## config.mk

```make
export PLATFORM = sky130hd
export DESIGN_NAME = servo_pwm_decoder
export DESIGN_NICKNAME = d
export VERILOG_FILES = /design/src/rtl/servo_pwm_decoder.sv
export SDC_FILE = /design/constraint.sdc
export NUM_CORES = 1
export LEC_CHECK = 0
export BUFFER_PORTS_ARGS = -buffer_cell sky130_fd_sc_hd__buf_2
export CAP_MARGIN = 10
export CORE_AREA = 10 10 112 114
export DETAILED_ROUTE_END_ITERATION = 7
export DIE_AREA = 0 0 122 124
export GPL_ROUTABILITY_DRIVEN = 0
export MAX_ROUTING_LAYER = met4
export PLACE_DENSITY = 0.77
export SETUP_SLACK_MARGIN = 0.4
export SYNTH_ARGS = -nofsm -noshare
export SYNTH_HDL_FRONTEND = slang
export SYNTH_SLANG_ARGS = --single-unit
```

## constraint.sdc

```tcl
create_clock -name clk -period 5.1 [get_ports clk]
set_clock_uncertainty 0.05 [all_clocks]
set_input_delay 1.53 -clock clk [delete_from_list [all_inputs] [get_ports clk]]
set_output_delay 1.53 -clock clk [all_outputs]
set_load 0.005 [all_outputs]
```

## src/rtl/servo_pwm_decoder.sv

```systemverilog
// servo_pwm_decoder
//   Measures the high time of a servo-style PWM input and converts it back to
//   the 8-bit position code used by the servo drivers:
//     width = MIN_WIDTH + pos*STEP (clk cycles)
//   The conversion is a repeated subtraction, so the block needs no divider
//   and no multiplier.
//
//   Ports:
//     clk        system clock (50 MHz)
//     reset      asynchronous, active-high reset
//     pwm_in     asynchronous PWM input
//     pos        last decoded position
//     pos_valid  one-cycle strobe, pos updated this cycle
//     raw_width  high width of the last accepted pulse, in clk cycles
//     pulse_err  sticky, last pulse was longer than MAX_HIGH
//     sig_lost   no rising edge seen for FRAME_TIMEOUT cycles
//
//   Build option:
//     SERVO_DEC_AVG_EN  when defined, pos is the rounded mean of this and the
//                       previous conversion. The first conversion after reset
//                       or after sig_lost is not averaged.
//
//   States:
//     WAIT_RISE | idle, waiting for a qualified rising edge
//     MEASURE   | counting high cycles
//     ERR_WAIT  | pulse too long, waiting for the input to go low
//     CONVERT   | repeated subtraction of STEP from (width - MIN_WIDTH)
//     OUTPUT    | publish pos, clear pulse_err/sig_lost
module servo_pwm_decoder #(
  parameter int MIN_WIDTH     = 29200,
  parameter int STEP          = 355,
  parameter int MAX_HIGH      = 150000,
  parameter int FRAME_TIMEOUT = 2500000
) (
  input  logic        clk,
  input  logic        reset,
  input  logic        pwm_in,
  output logic [7:0]  pos,
  output logic        pos_valid,
  output logic [20:0] raw_width,
  output logic        pulse_err,
  output logic        sig_lost
);

  localparam logic [20:0] MIN_W  = 21'(MIN_WIDTH);
  localparam logic [20:0] STEP_W = 21'(STEP);
  localparam logic [20:0] MAX_W  = 21'(MAX_HIGH);
  localparam logic [21:0] TMO_W  = 22'(FRAME_TIMEOUT);

  typedef enum logic [2:0] {
    WAIT_RISE = 3'd0,
    MEASURE   = 3'd1,
    ERR_WAIT  = 3'd2,
    CONVERT   = 3'd3,
    OUTPUT    = 3'd4
  } state_t;

  state_t      state_q;
  logic        s1_q, s2_q, s3_q;
  logic [2:0]  prime_q;
  logic        rise, fall;
  logic [21:0] timer_q, timer_d;
  logic        timeout_hit;
  logic [20:0] cnt_q, rem_q, raw_width_q;
  logic [7:0]  q_q, pos_q, pos_d;
  logic        first_q, pos_valid_q, pulse_err_q, sig_lost_q;

`ifdef SERVO_DEC_AVG_EN
  logic [7:0]  prev_q;
  logic        have_prev_q;
  logic [8:0]  avg_sum;
`endif

  // Synchronizer plus edge-detect flop. prime_q marks when s2/s3 both hold
  // real samples; until then the reset zeros would fake a rise whenever the
  // input is already high as reset is released (a truncated pulse).
  always_ff @(posedge clk or posedge reset) begin
    if (reset) begin
      s1_q    <= 1'b0;
      s2_q    <= 1'b0;
      s3_q    <= 1'b0;
      prime_q <= 3'b000;
    end else begin
      s1_q    <= pwm_in;
      s2_q    <= s1_q;
      s3_q    <= s2_q;
      prime_q <= {prime_q[1:0], 1'b1};
    end
  end

  assign rise = prime_q[2] &  s2_q & ~s3_q;
  assign fall = prime_q[2] & ~s2_q &  s3_q;

  // Frame timer: cleared on every rise, otherwise counts up and saturates.
  always_comb begin
    timer_d = timer_q;
    if (rise)
      timer_d = 22'd0;
    else if (timer_q != {22{1'b1}})
      timer_d = timer_q + 22'd1;
  end

  // A rise on the same cycle as the timeout wins.
  assign timeout_hit = ~rise & (timer_d == TMO_W);

  always_ff @(posedge clk or posedge reset) begin
    if (reset) timer_q <= 22'd0;
    else       timer_q <= timer_d;
  end

  // Value published in OUTPUT.
  always_comb begin
    pos_d = q_q;
`ifdef SERVO_DEC_AVG_EN
    avg_sum = {1'b0, q_q} + {1'b0, prev_q} + 9'd1;
    if (have_prev_q && !sig_lost_q)
      pos_d = avg_sum[8:1];
`endif
  end

  always_ff @(posedge clk or posedge reset) begin
    if (reset) begin
      state_q     <= WAIT_RISE;
      cnt_q       <= 21'd0;
      rem_q       <= 21'd0;
      raw_width_q <= 21'd0;
      q_q         <= 8'd0;
      pos_q       <= 8'd0;
      first_q     <= 1'b0;
      pos_valid_q <= 1'b0;
      pulse_err_q <= 1'b0;
      sig_lost_q  <= 1'b0;
`ifdef SERVO_DEC_AVG_EN
      prev_q      <= 8'd0;
      have_prev_q <= 1'b0;
`endif
    end else begin
      pos_valid_q <= 1'b0;
      if (timeout_hit)
        sig_lost_q <= 1'b1;

      case (state_q)
        WAIT_RISE: begin
          if (rise) begin
            cnt_q   <= 21'd1;
            state_q <= MEASURE;
          end
        end

        MEASURE: begin
          if (fall) begin
            raw_width_q <= cnt_q;
            first_q     <= 1'b1;
            state_q     <= CONVERT;
          end else if (cnt_q >= MAX_W) begin
            // Still high after MAX_HIGH cycles: this is cycle MAX_HIGH+1.
            pulse_err_q <= 1'b1;
            state_q     <= ERR_WAIT;
          end else begin
            cnt_q <= cnt_q + 21'd1;
          end
        end

        ERR_WAIT: begin
          if (!s2_q)
            state_q <= WAIT_RISE;
        end

        CONVERT: begin
          if (first_q) begin
            first_q <= 1'b0;
            q_q     <= 8'd0;
            if (raw_width_q < MIN_W)
              state_q <= OUTPUT;
            else
              rem_q <= raw_width_q - MIN_W;
          end else if (rem_q >= STEP_W && q_q != 8'hFF) begin
            rem_q <= rem_q - STEP_W;
            q_q   <= q_q + 8'd1;
          end else begin
            state_q <= OUTPUT;
          end
        end

        OUTPUT: begin
          pos_q       <= pos_d;
          pos_valid_q <= 1'b1;
          pulse_err_q <= 1'b0;
          sig_lost_q  <= 1'b0;
`ifdef SERVO_DEC_AVG_EN
          prev_q      <= q_q;
          have_prev_q <= 1'b1;
`endif
          state_q     <= WAIT_RISE;
        end

        default: state_q <= WAIT_RISE;
      endcase
    end
  end

  assign pos       = pos_q;
  assign pos_valid = pos_valid_q;
  assign raw_width = raw_width_q;
  assign pulse_err = pulse_err_q;
  assign sig_lost  = sig_lost_q;

endmodule

```

==> results of run 1 <==
power groups by stage:
stage               Clock [W]  Combinational, W  Sequential, W
floorplan                   0          0.000647        0.00120
global placement            0          0.000782        0.00125
detailed placement          0          0.000806        0.00126
CTS                   0.00128          0.000815        0.00125
global route          0.00133          0.000923        0.00128
finish                0.00127          0.000821        0.00125
layer usage:
layer / track usage, % / routed length [µm]
met2: 29.37 / 6564
met3: 4.661 / 959
met1: 25.61 / 6292
met4: 8.942 / 325
met5: - / 0
metrics by stage:
step / hold WS [ps] / cell area (µm²)
after floorplan: 281.2 / 6022
after global placement: 283.7 / 6329
after detailed placement: 284.7 / 6329
after CTS: 296.8 / 6975
after global routing: 317.9 / 6983
final: 295.6 / 6983
synth_stat cells (3+ instances only):
| cell | instances | area (µm²) |
|---|---|---|
| xnor2_1 | 18 | 157.7 |
| o31ai_1 | 8 | 60.06 |
| nand4_1 | 14 | 87.58 |
| o21ai_0 | 45 | 225.2 |
| o21a_1 | 4 | 30.03 |
| or2_2 | 3 | 18.77 |
| a211oi_1 | 4 | 30.03 |
| a21oi_1 | 36 | 180.2 |
| a311oi_1 | 6 | 52.55 |
| ha_1 | 6 | 75.07 |
| nor4_1 | 13 | 81.33 |
| nor3b_1 | 3 | 22.52 |
| nand3_1 | 22 | 110.1 |
| nand2_1 | 50 | 187.7 |
| or4_1 | 11 | 82.58 |
| nand3b_1 | 4 | 30.03 |
| mux2i_1 | 6 | 60.06 |
| and3_1 | 10 | 62.56 |
| mux2_2 | 27 | 304.0 |
| clkbuf_1 | 21 | 78.83 |
| o22a_1 | 4 | 35.03 |
| a32oi_1 | 5 | 43.79 |
| o21ai_1 | 3 | 15.01 |
| nor2_1 | 72 | 270.3 |
| o22ai_1 | 4 | 25.02 |
| nand2b_1 | 9 | 56.30 |
| and4_1 | 5 | 43.79 |
| and2_1 | 7 | 43.79 |
| inv_1 | 18 | 67.56 |
| a31oi_1 | 7 | 43.79 |
| or3_1 | 8 | 50.05 |
| xor2_1 | 13 | 113.9 |
| dfrtp_1 | 114 | 2853 |
| nor3_1 | 13 | 65.06 |
worst max-delay path, cell delays in order (launching register included):
cell and delay, ps:
dfrtp_1 430, ha_1 250, nand3_2 220, nor4_4 550, nand2_2 250, a2111o_1 470, o211a_1 130, or4_1 420
o32ai_2 250
flip-flops by register name, indices dropped and copies added (netlist names), 3 cells and up:
name / cells
pos_d: 8
state_q: 3
pos: 8
cnt_q: 21
prime_q: 3
raw_width: 21
rem_q: 21
timer_q: 22
layout make-up:
cell class / instances / area share (%)
repair buffers: 41 / 3.189
clock inverters: 8 / 2.096
inverters: 18 / 1.003
clock buffers: 24 / 7.167
well taps: 136 / 2.437
multi-input cells: 477 / 43.25
flip-flops and latches: 114 / 40.85
kinds of logic (layout without fill, tap and decap cells):
family,after synthesis,count (layout),share of synthesized area [%]
multiplexers,33,33,6.046
other,1,1,0.06227
flip-flops,114,114,47.37
adder cells (fa/ha/maj),6,6,1.247
AO/OA/AOI/OAI,149,149,15.87
XOR/XNOR,31,31,4.509
AND/OR/NAND/NOR,257,257,22.29
buffers and inverters,41,91,2.597
path summary, 6_finish.rpt:
path                                       from                    end  slack, ps
max                        timer_q[0]$_DFF_PP0_   sig_lost$_DFFE_PP0P_       1980
min                              s1_q$_DFF_PP0_         s2_q$_DFF_PP0_        300
max reg2reg                timer_q[0]$_DFF_PP0_   sig_lost$_DFFE_PP0P_       1980
min reg2reg                      s1_q$_DFF_PP0_         s2_q$_DFF_PP0_        300
max in group asynchronous                 reset  cnt_q[11]$_DFFE_PP0P_       2960
min in group asynchronous                 reset     pos[5]$_DFFE_PP0P_       1210
==> impl_metrics.csv, run 1 <==
group,metric,value,unit
layout,num-fill-cells,757,
worst_hold_path,holdPathStages,0,
timing,hold_viol_final,0,
worst_hold_path,hp-class,"reg2reg",
outcome,status,"finished, final reports clean",
synthesis,yosysWarningCount,0,
synthesis,yosysSeqAreaShare,47.37,%
synthesis,synth-seq-cells,114,
floorplanning,pin_count,35,
synthesis,synth-edff-count,0,
synthesis,async_flop_share,100.0,%
critical_path,end_kind,"flip-flop",
route,drt_iter0_drc,444,
timing,slew_viol_final,0,
synthesis,synth_area_per_cell,9.529,µm²
floorplanning,dieArea,15130,µm²
grt,grt_usage,19.90,%
cts,cts_resized,0,
cts,ctsLongestPathBuffers,2,
route,dr.pass1.iters,5,
cts,cts_setup_buffers,0,
cts,cts_tree,"yes",
pwr,p_int,0.002254,W
pwr,total_power,0.003343,W
pwr,p_clk_share,38.0,%
placed_design,post-place-ws,1907,ps
grt,grt_pass1_wl,23.57,mm
route,antenna_left,0,
pwr,power_density,478.7,nW/µm²
layout,layout-drive-gt1-share,17.01,%
grt,overflow,0,
timing,fmax,320.6,MHz
placed_design,port_buffers,34,
layout,final_cell_mix,"dfrtp_1 (114), nor2_1 (71), nand2_1 (50), o21ai_0 (45), a21oi_1 (36)",
pwr,ir_drop,0.2410,mV
cts,postCtsHoldBufs,0,
timing,setup_violations,0,
critical_path,r2r_cells,8,
floorplanning,rows,37,
critical_path,arrival,3500,ps
pwr,p_comb_share,24.6,%
route,drc_errors,0,
timing,relSlewSlack,25.76,%
synthesis,synth_area,6022,µm²
timing,post-route-period-util,61.16,%
route,drt-vias-per-instance,6.322,
cts,clkTransAtPathRegs,50,ps
timing,finalSetupTns,0,ps
cts,cts_buffers,17,
floorplanning,die_h,124,µm
route,num_vias,5171,
layout,final_core_util,68.25,%
placed_design,dp_cells,785,
pwr,p_seq_share,37.5,%
critical_path,required,5480,ps
placed_design,hpwl,9.523,mm
cts,clk_latency,530,ps
pwr,switching_power,0.001089,W
grt,antenna_found_initial,0,
timing,rsz0062_at_grt,"false",
critical_path,worstSetupPathType,"reg2reg",
route,wl,14.14,mm
timing,setup_ws,1981,ps
synthesis,syn_inst,632,
cts,clock_sinks,114,
pwr,switching_share,32.57,%
floorplanning,core-area,10230,µm²
timing,period_needed,3119,ps
job,cap_violations,0,
critical_path,path_max_fanout,12,
pwr,leakagePower,3.140,nW
layout,final-seq-area,2853,µm²
floorplanning,start_util,58.86,%
floorplanning,die_w,122,µm
layout,syn_to_final_growth,15.96,%
grt,grt_pass1_vias,4840,
grt,grt_max_degree,89,
timing,tightest_slew,1109,ps
layout,antennaDiodeCount,0,
synthesis,synth_nets,641,
layout,fin_nets,678,
synthesis,synth_cell_types,63,
cts,root_buffer,"clkbuf_8",
layout,multi_input_area,3020,µm²
layout,final_common_cell,"dfrtp_1",
layout,stdcell_count,818,
synthesis,synth-main-ff-cell,"dfrtp_1",
route,wl_per_cell,17.29,µm
cts,cts-htree-levels,4,
critical_path,worst_setup_path_start_kind,"flip-flop",
Note: power is estimated with default switching activity, not from simulation.
==> run 2: changes to the inputs <==
==> constraint.sdc (replaced) <==
create_clock -name clk -period 3.13 [get_ports clk]
set_clock_uncertainty 0.05 [all_clocks]
set_input_delay 0.939 -clock clk [delete_from_list [all_inputs] [get_ports clk]]
set_output_delay 0.939 -clock clk [all_outputs]
set_load 0.005 [all_outputs]
==> run 2 against run 1 <==
Via count is 1.3% higher. Sequential share of layout area fell by 0.87 points. Power increased by 62%. Maximum frequency up 13%. Critical path depth unchanged. Final cell count increased by 0.98%. Cell area rose by 2.4%. Hold slack better by 4.5 ps. Clock power up 50%. Largest cell class unchanged. Largest power group is now sequential cells.
==> impl_metrics.csv, run 2 (synthesis gave the netlist of run 1 again) <==
group,metric,value,unit
route,antenna_left,0,
cts,ctsLongestPathBuffers,2,
layout,final_cell_mix,"dfrtp_1 (110), nor2_1 (71), nand2_1 (50), o21ai_0 (44), a21oi_1 (35)",
layout,fin_area,7148,µm²
grt,antenna_found_initial,0,
pwr,total_power,0.005411,W
layout,layout-drive-gt1-share,21.01,%
timing,slew_viol_final,0,
timing,finalSetupTns,0,ps
critical_path,regToRegSetupSlack,380,ps
critical_path,slowest_stage,"dfrtp_1",
pwr,leakagePower,3.187,nW
cts,root_buffer,"clkbuf_8",
floorplanning,die_h,124,µm
timing,fmax,363.6,MHz
critical_path,crit_family,"simple AND/OR/NAND/NOR gates",
cts,cts_tree,"yes",
outcome,status,"finished, final reports clean",
route,drt_iter0_drc,432,
route,drc_errors,0,
layout,multi_input_area,3167,µm²
floorplanning,start_util,58.86,%
grt,grt_pass1_vias,5003,
pwr,ir_drop,0.4522,mV
cts,cts-htree-levels,4,
job,cap_violations,0,
floorplanning,dieArea,15130,µm²
route,drt-vias-per-instance,6.343,
layout,largest_register_ffs,22,
route,num_vias,5239,
critical_path,worstSetupPathType,"reg2reg",
layout,final_core_util,69.87,%
critical_path,required,3510,ps
critical_path,arrival,3130,ps
critical_path,crit_buf_inv,1,
timing,hold_viol_final,0,
cts,cts_setup_buffers,0,
timing,relSlewSlack,54.63,%
grt,overflow,0,
cts,clock_sinks,114,
placed_design,post-place-ws,150.8,ps
pwr,power_density,757.0,nW/µm²
timing,rsz0062_at_grt,"true",
placed_design,placed_area,6410,µm²
cts,cts_buffers,17,
layout,syn_to_final_growth,18.70,%
cts,postCtsHoldBufs,0,
critical_path,end_kind,"flip-flop",
route,dr.pass1.iters,6,
timing,period_needed,2750,ps
layout,final-seq-area,2858,µm²
critical_path,path_max_fanout,7,
floorplanning,pin_count,35,
floorplanning,core-area,10230,µm²
layout,antennaDiodeCount,0,
grt,grt_usage,20.69,%
layout,top_register,"timer_q",
cts,clkTransAtPathRegs,50,ps
layout,final_common_cell,"dfrtp_1",
grt,grt_pass1_wl,24.52,mm
timing,tightest_slew,673.4,ps
layout,num-fill-cells,745,
route,wl,15.06,mm
timing,setup_violations,0,
layout,fin_nets,686,
grt,grt_max_degree,115,
timing,setup_ws,379.5,ps
floorplanning,rows,37,
worst_hold_path,hp-class,"reg2reg",
critical_path,crit_chain,"nand4_1, nor4_4, buf_4, and4b_1, nor3_1, nor4b_2, nand4_1, o32ai_2",
critical_path,worst_setup_path_start_kind,"flip-flop",
route,wl_per_cell,18.23,µm
placed_design,port_buffers,34,
floorplanning,die_w,122,µm
cts,clk_latency,530,ps
critical_path,cpMostUsedCell,"nand4_1",
critical_path,slowest_delay,460,ps
placed_design,hpwl,9.872,mm
timing,post-route-period-util,87.87,%
[run 2: cell count changes in the layout (fill, tap and decap cells not counted), moves of 2 or more]
cell,before,now
clkinv_2,2,8
nor4_1,13,10
nor4_2,0,3
buf_4,7,13
dfrtp_1,114,110
a31oi_1,7,5
clkbuf_8,7,3
dfrtp_2,0,4
[run 2: timing repair]
action,in CTS,in global routing
pin swaps,0,2
setup endpoints to repair,11,19
resized for setup,7,26
[run 2: routing by layer]
| layer | vias up | share of wire, % | global-route usage [%] |
|---|---|---|---|
| met2 | 224 | 49 | 32.07 |
| met5 | - | 0 | - |
| met4 | 0 | 2.0 | 8.718 |
| li1 | 2417 | - | - |
| met3 | 38 | 8.0 | 4.706 |
| met1 | 2560 | 41 | 25.64 |
[run 2: final timing paths]
kind | start | endpoint | cells after the start
setup / recovery | timer_q[13]$_DFF_PP0_ | sig_lost$_DFFE_PP0P_ | 8
hold / removal | s1_q$_DFF_PP0_ | s2_q$_DFF_PP0_ | 0
setup reg to reg | timer_q[13]$_DFF_PP0_ | sig_lost$_DFFE_PP0P_ | 8
hold reg to reg | s1_q$_DFF_PP0_ | s2_q$_DFF_PP0_ | 0
max in group asynchronous | reset | raw_width[15]$_DFFE_PP0P_ | 3
min in group asynchronous | reset | cnt_q[4]$_DFFE_PP0P_ | 3
[run 2: through the flow]
stage	hold WS, ps	cells
6_report	300.1	826
5_1_grt	312.9	826
4_1_cts	304.4	826
3_5_place_dp	291.8	794
3_3_place_gp	285.2	794
2_1_floorplan	281.2	632
[run 2: power by group]
group / switching (W) / internal [W]
Clock: 0.000658 / 0.00124
Sequential: 0.000341 / 0.00173
Combinational: 0.000846 / 0.000599
Total: 0.00185 / 0.00357
[run 2: final cells by class]
type / count / share of cell area (%)
sequential: 114 / 39.98
multi-input combinational: 477 / 44.30
inverter: 18 / 0.9977
tap: 136 / 2.381
timing repair buffer: 49 / 4.183
clock inverter: 12 / 1.925
clock buffer: 20 / 6.231
[run 2: worst reg2reg max path, cell delays in order (launching register included)]
cell	delay [ps]
dfrtp_1	460
nand4_1	330
nor4_4	390
buf_4	210
and4b_1	210
nor3_1	210
nor4b_2	310
nand4_1	200
o32ai_2	280
==> run 3: changes to the inputs <==
--- a/config.mk
+++ b/config.mk
@@ -12,7 +12,7 @@
 export DIE_AREA = 0 0 122 124
 export GPL_ROUTABILITY_DRIVEN = 0
 export MAX_ROUTING_LAYER = met4
-export PLACE_DENSITY = 0.77
+export PLACE_DENSITY = 0.81
 export SETUP_SLACK_MARGIN = 0.4
 export SYNTH_ARGS = -nofsm -noshare
 export SYNTH_HDL_FRONTEND = slang
==> run 3 against run 2 <==
Maximum frequency grew 4.8%. Final cell count is 0.36% higher. First-iteration DRC count is 23% higher. Sequential share of layout area is 0.10 points lower. Largest cell class unchanged. Highest routed layer unchanged. Critical path depth stayed put.
==> impl_metrics.csv, run 3 (synthesis gave the netlist of run 1 again) <==
group,metric,value,unit
outcome,status,"finished, final reports clean",
cts,cts-htree-levels,4,
critical_path,slowest_delay,500,ps
critical_path,crit_family,"simple AND/OR/NAND/NOR gates",
critical_path,end_kind,"flip-flop",
layout,layout-drive-gt1-share,21.07,%
floorplanning,dieArea,15130,µm²
pwr,ir_drop,0.4558,mV
floorplanning,die_w,122,µm
layout,num-fill-cells,692,
route,wl_per_cell,17.99,µm
cts,clock_sinks,114,
grt,overflow,0,
layout,final-seq-area,2858,µm²
timing,setup_violations,0,
worst_hold_path,holdPathStages,0,
critical_path,r2r_cells,8,
route,drt-vias-per-instance,6.318,
layout,final_common_cell,"dfrtp_1",
layout,syn_to_final_growth,19.01,%
pwr,leakagePower,3.192,nW
layout,top_register,"timer_q",
cts,clkTransAtPathRegs,60,ps
timing,rsz0062_at_grt,"false",
timing,hold_viol_final,0,
layout,antennaDiodeCount,0,
timing,tightest_slew,627.5,ps
cts,clk_latency,520,ps
floorplanning,rows,37,
route,num_vias,5238,
job,cap_violations,0,
grt,grt_usage,20.34,%
cts,ctsLongestPathBuffers,2,
placed_design,dp_cells,797,
placed_design,post-place-ws,318.8,ps
floorplanning,core-area,10230,µm²
route,wl,14.91,mm
layout,final_core_util,70.05,%
layout,final_cell_mix,"dfrtp_1 (110), nor2_1 (71), nand2_1 (50), o21ai_0 (43), a21oi_1 (35)",
route,drt_iter0_drc,530,
critical_path,required,3510,ps
timing,period_needed,2624,ps
critical_path,crit_chain,"ha_4, nand3_2, or3_1, a2111oi_2, xnor2_1, nor2_1, or4_1, o32ai_2",
placed_design,port_buffers,34,
timing,slew_viol_final,0,
grt,grt_max_degree,115,
critical_path,arrival,3010,ps
grt,antenna_found_initial,0,
grt,grt_pass1_vias,4938,
cts,root_buffer,"clkbuf_8",
route,drc_errors,0,
layout,multi_input_area,3127,µm²
timing,relSlewSlack,58.17,%
placed_design,hpwl,9.755,mm
floorplanning,pin_count,35,
pwr,power_density,772.2,nW/µm²
critical_path,slowest_stage,"or4_1",
cts,cts_buffers,17,
critical_path,crit_buf_inv,0,
critical_path,path_max_fanout,5,
layout,fin_nets,690,
layout,stdcell_count,829,
grt,grt_pass1_wl,24.33,mm
floorplanning,die_h,124,µm
timing,setup_ws,505.8,ps
floorplanning,start_util,58.86,%
critical_path,worst_setup_path_start_kind,"flip-flop",
worst_hold_path,hp-class,"reg2reg",
cts,cts_tree,"yes",
timing,finalSetupTns,0,ps
route,dr.pass1.iters,6,
layout,largest_register_ffs,22,
critical_path,worstSetupPathType,"reg2reg",
critical_path,crit_cells,8,
timing,fmax,381.1,MHz
timing,post-route-period-util,83.84,%
route,antenna_left,0,
## run 3: power breakdown
| group | leakage [nW] | switching, W | internal (W) | total (W) |
|---|---|---|---|---|
| Clock | 0.298 | 0.000674 | 0.00136 | 0.00204 |
| Combinational | 1.38 | 0.000857 | 0.000585 | 0.00144 |
| Sequential | 1.51 | 0.000328 | 0.00173 | 0.00206 |
## run 3: stage by stage
step                total power [W]  area (µm²)  hold WS, ps
floorplan                  0.003005        6026        281.2
global route               0.005839        7167        301.4
finish                     0.005534        7167        295.9
detailed placement         0.003423        6432        284.7
global placement           0.003355        6432        283.3
CTS                        0.005483        7074        297.6
## run 3: worst paths after layout
kind | start | end | slack [ps]
max in group asynchronous | reset | cnt_q[0]$_DFFE_PP0P_ | 2000
worst max-delay path | timer_q[0]$_DFF_PP0_ | sig_lost$_DFFE_PP0P_ | 510
min in group asynchronous | reset | prime_q[0]$_DFF_PP0_ | 490
worst min-delay path | s1_q$_DFF_PP0_ | s2_q$_DFF_PP0_ | 300
worst max register to register | timer_q[0]$_DFF_PP0_ | sig_lost$_DFFE_PP0P_ | 510
worst min register to register | s1_q$_DFF_PP0_ | s2_q$_DFF_PP0_ | 300
## run 3: what timing repair did
| action | 4_1_cts | 5_1_grt |
|---|---|---|
| endpoints found under the setup margin | 5 | 22 |
| gates resized for setup | 7 | 23 |
| pin swaps | 0 | 1 |
| hold endpoints to repair | 0 | 0 |
| buffers inserted | 1 | 0 |
| hold buffers | 0 | 0 |
## run 3: routing by layer
layer	share of wire, %	vias up	global-route usage (%)
met5	0	-	-
li1	-	2424	-
met1	42	2548	25.31
met2	48	233	31.56
met4	2.2	0	7.750
met3	7.1	33	4.932
## run 3: layout make-up
type | instances | area share [%]
Inverter | 18 | 0.9951
Sequential cell | 114 | 39.87
Clock inverter | 11 | 2.601
Clock buffer | 20 | 5.936
Tap cell | 136 | 2.374
Timing Repair Buffer | 53 | 4.591
Multi-Input combinational cell | 477 | 43.63
## run 3: worst reg2reg max path: stages (launching register included)
cell,delay (ps)
dfrtp_1,410
ha_4,180
nand3_2,130
or3_1,390
a2111oi_2,410
xnor2_1,160
nor2_1,70
or4_1,500
o32ai_2,250
